`src/rtl/data_mem_responder.sv`:
```
// data_mem_responder
//   Word-addressed 32-bit data memory for the MIPS datapath. Each access is a
//   req/ready transaction. A fixed number of wait states is inserted before the
//   response, so the core can be run against slow memory. Misaligned and
//   out-of-range accesses are flagged with err and have no effect on memory.
//
//   Handshake: req is sampled only while idle (busy=0). On the accepting edge,
//   we/addr/wdata are captured and stay frozen until the access completes.
//   ready is a one-cycle strobe, and rdata/err are valid while it is high.
//   rdata/err then hold until the next commit. busy is high from the cycle
//   after acceptance through the ready cycle. A new acceptance can only happen
//   once the state is back in IDLE.
//
// Ports
//   clk        in   1   clock, rising edge
//   arst_n     in   1   asynchronous active-low reset
//   req        in   1   access request
//   we         in   1   1 = store, 0 = load
//   addr       in   32  byte address
//   wdata      in   32  store data
//   rdata      out  32  load data (0 for stores and errors)
//   ready      out  1   response strobe
//   err        out  1   misaligned / out-of-range access
//   busy       out  1   access in progress
//   dbg_state  out  2   FSM state (0 IDLE, 1 WAIT, 2 RESP)
module data_mem_responder #(
  parameter int DEPTH_LOG2  = 6,
  parameter int WAIT_CYCLES = 2
) (
  input  logic        clk,
  input  logic        arst_n,
  input  logic        req,
  input  logic        we,
  input  logic [31:0] addr,
  input  logic [31:0] wdata,
  output logic [31:0] rdata,
  output logic        ready,
  output logic        err,
  output logic        busy,
  output logic [1:0]  dbg_state
);

  localparam int DEPTH = 2 ** DEPTH_LOG2;

  typedef enum logic [1:0] {
    S_IDLE = 2'd0,
    S_WAIT = 2'd1,
    S_RESP = 2'd2
  } state_t;

  state_t      state_q, state_d;
  logic [3:0]  cnt_q, cnt_d;
  logic        cap_we_q;
  logic [31:0] cap_addr_q;
  logic [31:0] cap_wdata_q;
  logic        accept;
  logic        commit;

  logic [31:0] mem [DEPTH];

  // When there are no wait states, the commit happens on the accepting edge
  // itself, before the capture registers are loaded. So the commit takes its
  // operands straight from the ports while idle.
  logic                  com_we;
  logic [31:0]           com_addr;
  logic [31:0]           com_wdata;
  logic                  com_err;
  logic [DEPTH_LOG2-1:0] com_idx;
  logic                  mem_wr;

  always_comb begin
    if (state_q == S_IDLE) begin
      com_we    = we;
      com_addr  = addr;
      com_wdata = wdata;
    end else begin
      com_we    = cap_we_q;
      com_addr  = cap_addr_q;
      com_wdata = cap_wdata_q;
    end
    com_idx = com_addr[DEPTH_LOG2+1:2];
    com_err = (com_addr[1:0] != 2'b00) || (com_addr[31:DEPTH_LOG2+2] != '0);
    // Reset is asserted asynchronously, but the array has no reset. Gating
    // the write keeps a request seen during reset from landing in memory.
    mem_wr  = commit && com_we && !com_err && arst_n;
  end

  // Next-state logic
  always_comb begin
    state_d = state_q;
    cnt_d   = cnt_q;
    accept  = 1'b0;
    commit  = 1'b0;
    case (state_q)
      S_IDLE: begin
        if (req) begin
          accept = 1'b1;
          if (WAIT_CYCLES == 0) begin
            state_d = S_RESP;
            commit  = 1'b1;
          end else begin
            state_d = S_WAIT;
            cnt_d   = 4'(WAIT_CYCLES);
          end
        end
      end
      S_WAIT: begin
        // A count of 0 cannot occur here. It is treated like 1 so the FSM
        // can never stall in WAIT.
        if (cnt_q <= 4'd1) begin
          state_d = S_RESP;
          cnt_d   = 4'd0;
          commit  = 1'b1;
        end else begin
          cnt_d = cnt_q - 4'd1;
        end
      end
      S_RESP: begin
        state_d = S_IDLE;
      end
      default: begin
        state_d = S_IDLE;
        cnt_d   = 4'd0;
      end
    endcase
  end

  always_ff @(posedge clk or negedge arst_n) begin
    if (!arst_n) begin
      state_q     <= S_IDLE;
      cnt_q       <= 4'd0;
      cap_we_q    <= 1'b0;
      cap_addr_q  <= 32'd0;
      cap_wdata_q <= 32'd0;
      rdata       <= 32'd0;
      err         <= 1'b0;
    end else begin
      state_q <= state_d;
      cnt_q   <= cnt_d;
      if (accept) begin
        cap_we_q    <= we;
        cap_addr_q  <= addr;
        cap_wdata_q <= wdata;
      end
      if (commit) begin
        err   <= com_err;
        rdata <= (com_err || com_we) ? 32'd0 : mem[com_idx];
      end
    end
  end

  // Memory array: no reset, contents undefined until written.
  always_ff @(posedge clk) begin
    if (mem_wr) begin
      mem[com_idx] <= com_wdata;
    end
  end

  assign ready     = (state_q == S_RESP);
  assign busy      = (state_q != S_IDLE);
  assign dbg_state = state_q;

endmodule

```
`config.mk`:
```
export PLATFORM = sky130hd
export DESIGN_NAME = data_mem_responder
export DESIGN_NICKNAME = d
export VERILOG_FILES = /design/src/rtl/data_mem_responder.sv
export SDC_FILE = /design/constraint.sdc
export NUM_CORES = 2
export LEC_CHECK = 0
export ABC_CLOCK_PERIOD_IN_PS = 4000
export CORE_MARGIN = 2
export CORE_UTILIZATION = 35
export CTS_CLUSTER_SIZE = 14
export DETAILED_ROUTE_END_ITERATION = 10
export HOLD_SLACK_MARGIN = 0.15
export SYNTH_ARGS = -nofsm -noshare
export SYNTH_HDL_FRONTEND = slang
export SYNTH_SLANG_ARGS = --single-unit
```
`constraint.sdc`:
```
create_clock -name clk -period 4 [get_ports clk]
set_clock_uncertainty 0.2 [all_clocks]
set_input_delay 1.2 -clock clk [delete_from_list [all_inputs] [get_ports clk]]
set_output_delay 1.2 -clock clk [all_outputs]
set_load 0.1 [all_outputs]
```
Word level (Yosys, flattened, before mapping). Memory sizes are Yosys's and may differ from the RTL's. Index checks and enable logic that the tools add are counted.

$add $sub $neg: 1. Order comparisons: 1. Equal/unequal tests: 4. Mux-type cells: 16. Bitwise operators: 1. Reduce and logical (&&, ||, !) cells: 12.

Operator list (number): 32-bit two-way mux (3); 24-bit nonzero test (1); 4-bit case mux with 3 select lines (1); 4-bit two-way mux (2); 1-bit two-way mux (7); 4-bit by 1-bit less-or-equal comparator with 1-bit output (second input constant) (1); 2-bit two-way mux (2); 2-bit != test (second input constant) (2); 2-bit case mux with 2 select lines (1); 2-bit AND reduction (2); 2-bit nonzero test (2); 4-bit by 1-bit subtractor with 4-bit output (second input constant) (1); 1-bit logical AND (3); 2-bit by 1-bit == test with 1-bit output (second input constant) (1); 2-bit == test (second input constant) (1); 2-bit zero test (1); 1-bit logical OR (2); 1-bit zero test (1); 1-bit NOT (1).

Register bits after elaboration: 104. RAM bits: 2048. Input port bits: 68. Output and inout port bits: 37. Word-level logic and storage cells: 43. Memories: 1.

Memories: mem (words 64, bits a word 32, read ports 1, clocked after memory_dff 0, wr ports 1, line 59) `logic [31:0] mem [DEPTH];`.

Logic depth before layout (Yosys ltp).
Word-level depth: 9. Depth in mapped cells: 14. Mapped depth without buffers: 9.

Least setup slack after synthesis. Ideal clock, no wire load.

Path kind: register to register. From: register state_q[0] (netlist: dbg_state[0]). To: memory mem[13][0] (enable). Library setup time: 421 ps. Arrival: 4056 ps. Data required time: 3379 ps. Slack: -677 ps. Stages on the path, launching flop included: 12. Buffers on the path: 3. Period minus slack after synthesis: 4677 ps. Path through: dfrtp_1 -> buf_4 -> nor2_4 -> inv_2 -> buf_4 -> nor3_1 -> nand3_1 -> a2111oi_2 -> and3b_1 -> buf_2 -> nand3_1 -> nor2_1.

Longest elaborated chain between the ends: 9. Elaborated cells between the ends (all ways): 14. Classes of those cells: eq/ne (1); mux (5); reduce/logical (8).

Ends and longest elaborated chain: start, declared (line 51) `state_t state_q, state_d;`; start signal, assigned (line 138) `state_q <= state_d;`; 2-bit zero test (line 72) `if (state_q == S_IDLE) begin`; 32-bit two-way mux (line 72); 24-bit nonzero test / 2-bit nonzero test (equally long branches) (line 82) `com_err = (com_addr[1:0] != 2'b00) || (com_addr[31:DEPTH_LOG2+2] != '0);`; 1-bit logical OR (line 82); 1-bit zero test (line 85) `mem_wr = commit && com_we && !com_err && arst_n;`; 1-bit logical AND (2 in a row) (line 85); 1-bit two-way mux (line 154) `if (mem_wr) begin`; 1-bit two-way mux (not written as such) (line 155) `mem[com_idx] <= com_wdata;`; end, declared (line 59).

Parallel ways exist; a longest one is shown, timed or not.

Final worst setup path.
From: input port addr[4]. To: register rdata[10].

Longest elaborated chain between the ends: 3.

Ends and longest elaborated chain: start, declared (line 34) `input logic [31:0] addr,`; 32-bit two-way mux (line 72); memory 64 x 32 bit; 32-bit two-way mux (line 147) `rdata <= (com_err || com_we) ? 32'd0 : mem[com_idx];`; end signal, assigned (line 147); end, declared (line 36) `output logic [31:0] rdata,`.

Every way passes these cells. A chain may end at the register's enable or synchronous reset.

==> impl_metrics.json <==
{
  "synthCells": 5371,
  "worstSetupPathType": "in2reg",
  "cts_htree_levels": 4,
  "pre_cts_ws_ns": -0.725,
  "syn_to_final_growth_pct": 25.0,
  "grt_pass1_vias": 53600,
  "fin_nets": 6193,
  "hp-class": "in2async",
  "synth-edff-count": 2048,
  "routabilityCongestion": 0.922,
  "status": "finished clean",
  "yosysWarnings": 0,
  "dieArea_sq_um": 234000,
  "die_h_um": 484,
  "drt-wirelength-per-cell_um": 34.2,
  "drv_cap": 0,
  "worstMarginPinSlew_ns": 1.14,
  "drive_above_1_share": 0.198,
  "rsz0062_at_grt": "false",
  "synthFlopType": "edfxtp_1",
  "cts_inserted_buffers": 212,
  "clk_pin_slew_ns": 0.07,
  "grt_start_max_net_pins": 105,
  "ir_drop_mv": 0.510,
  "drc": 0,
  "ys_seq_area_frac": 0.795,
  "place_hpwl_mm": 200,
  "final_cell_mix": "edfxtp_1 (2048), nand2_1 (980), o22ai_1 (519), buf_4 (518), a21oi_1 (286)",
  "clock-sinks": 2152,
  "cp-start-kind": "input port",
  "static-leakage-power_nw": 34.2,
  "min_period_ns": 3.93,
  "postSynthAreaPerCell_sq_um": 15.0,
  "overflow": 0,
  "hold_buffers": 0,
  "vias": 56400,
  "antenna_found_initial": 11,
  "clock_latency_ns": 0.89,
  "hold_viol": 0,
  "multi_input_area_sq_um": 15600,
  "worstPathMaxFanout": 13,
  "n_fill_cell": 20100,
  "synth.distinct_cells": 76,
  "fmax_mhz": 255,
  "crit_required_ns": 4.60,
  "die_x_um": 484,
  "synth_seq_cells": 2152,
  "finalWorstSetupSlack_ns": 0.0732,
  "dr.first_iter.drc_count": 9245,
  "slew_headroom": 0.239,
  "layout_commonest_cell": "edfxtp_1",
  "r2r_cells": 11,
  "ant_nets": 0,
  "via_per_inst": 6.04,
  "wl_mm": 320,
  "seqCellArea_sq_um": 64100,
  "power_density_nw_per_um2": 752,
  "finalCritPeriodShare": 0.982,
  "async_flop_share": 0.0483,
  "finalMaxSlewViolations": 0,
  "clk_path_buf_depth": 3,
  "cp-end-kind": "register",
  "track_usage": 0.265,
  "setup_viol": 0,
  "syn_area_sq_um": 80600,
  "start_util": 0.351,
  "grt_pass1_wl_mm": 434,
  "drt_pass1_iterations": 6,
  "arrival_ns": 4.53,
  "postLayoutCoreUtil": 0.439,
  "cts_tree": "yes",
  "io_pins": 105,
  "port_buffers": 104,
  "core_sq_um": 229000,
  "syn-num-nets": 5441,
  "root_buffer": "clkbuf_16",
  "num_rows": 176
}
-- worst paths after layout --
check,from,slack [ns],endpoint
hold / removal,arst_n,0.23,rdata[28]
setup reg to reg,dbg_state[1],0.14,rdata[10]
setup / recovery,addr[4],0.07,rdata[10]
min in group clk,cap_addr_q[26],0.27,cap_addr_q[26]
max in group asynchronous,arst_n,2.39,rdata[25]
hold reg to reg,cap_addr_q[26],0.27,cap_addr_q[26]
-- Yosys cell counts (24+ instances only) --
cell,count,area [sq um]
nor2_1,257,965
a21oi_1,287,1440
dfrtp_1,104,2600
and3_1,34,213
o221ai_1,29,254
buf_2,153,766
nand2_1,1021,3830
edfxtp_1,2048,61500
a31oi_1,149,932
a32o_1,33,330
o21ai_0,24,120
clkbuf_1,103,387
a32oi_1,30,263
nor4_1,77,482
o22ai_1,519,3250
nand3_1,157,786
buf_4,27,203
buf_1,41,154
nor3_1,78,390
-- state kept, by name, summed over array words and instances, names as in the netlist --
name	cells
cnt_q	4
rdata	32
err	1
cap_we_q	1
cap_addr_q	32
cap_wdata_q	32
dbg_state	2
mem	2048
-- per-stage QoR --
stage / cell area [sq um] / power [mW] / setup TNS (ns) / hold slack, ns / cells
after floorplan: 80800 / 40.8 / -423.45 / 0.245 / 5371
after global placement: 93700 / 54.9 / -868.56 / 0.258 / 8935
after detailed placement: 93700 / 55.2 / -748.50 / 0.262 / 8935
after CTS: 101000 / 75.1 / 0 / 0.277 / 9330
after global routing: 101000 / 77.4 / 0 / 0.260 / 9332
final: 101000 / 75.7 / 0 / 0.231 / 9336
-- power by group --
part | total (mW) | internal (mW) | switching (mW)
Sequential | 29.2 | 28.8 | 0.316
Clock | 20.3 | 11.4 | 8.87
Combinational | 26.3 | 8.14 | 18.2
Total | 75.7 | 48.4 | 27.4
-- kinds of logic after synthesis --
logic type	share of synthesized area
AND/OR/NAND/NOR	0.0875
multiplexers	0.00332
AO/OA/AOI/OAI	0.0938
adder cells (fa/ha/maj)	0.000310
flip-flops	0.795
buffers and inverters	0.0197
XOR/XNOR	0.000109
-- worst max-delay path, cell delays in order --
cell	delay (ns)
clkdlybuf4s50_1	0.63
buf_4	0.18
nor3_4	0.04
buf_4	0.17
a22oi_4	0.30
buf_4	0.31
buf_12	0.19
o22ai_1	0.10
nor3_1	0.46
buf_4	0.21
o22ai_1	0.18
nor4_1	0.35
a22o_1	0.19
-- layer usage --
metal	global-route usage	wire length, um	vias up
li1	-	-	22400
met1	0.351	115000	28600
met2	0.407	143000	4640
met3	0.0642	42600	826
met4	0.137	19500	12
met5	0	66	-
-- what timing repair did --
| action | CTS | global route |
|---|---|---|
| endpoints found under the setup margin | 0 | 2 |
| gates resized for setup | 0 | 2 |
| setup buffers | 0 | 0 |
-- layout make-up --
type | count | area share
antenna | 6 | 0.000149
clock buffer | 293 | 0.0584
clock inverter | 102 | 0.0114
inverter | 8 | 0.000298
multi-input combinational | 2883 | 0.155
sequential | 2152 | 0.636
tap | 3026 | 0.0376
timing repair buffer | 866 | 0.101
Power figures use the tool's default switching activity.
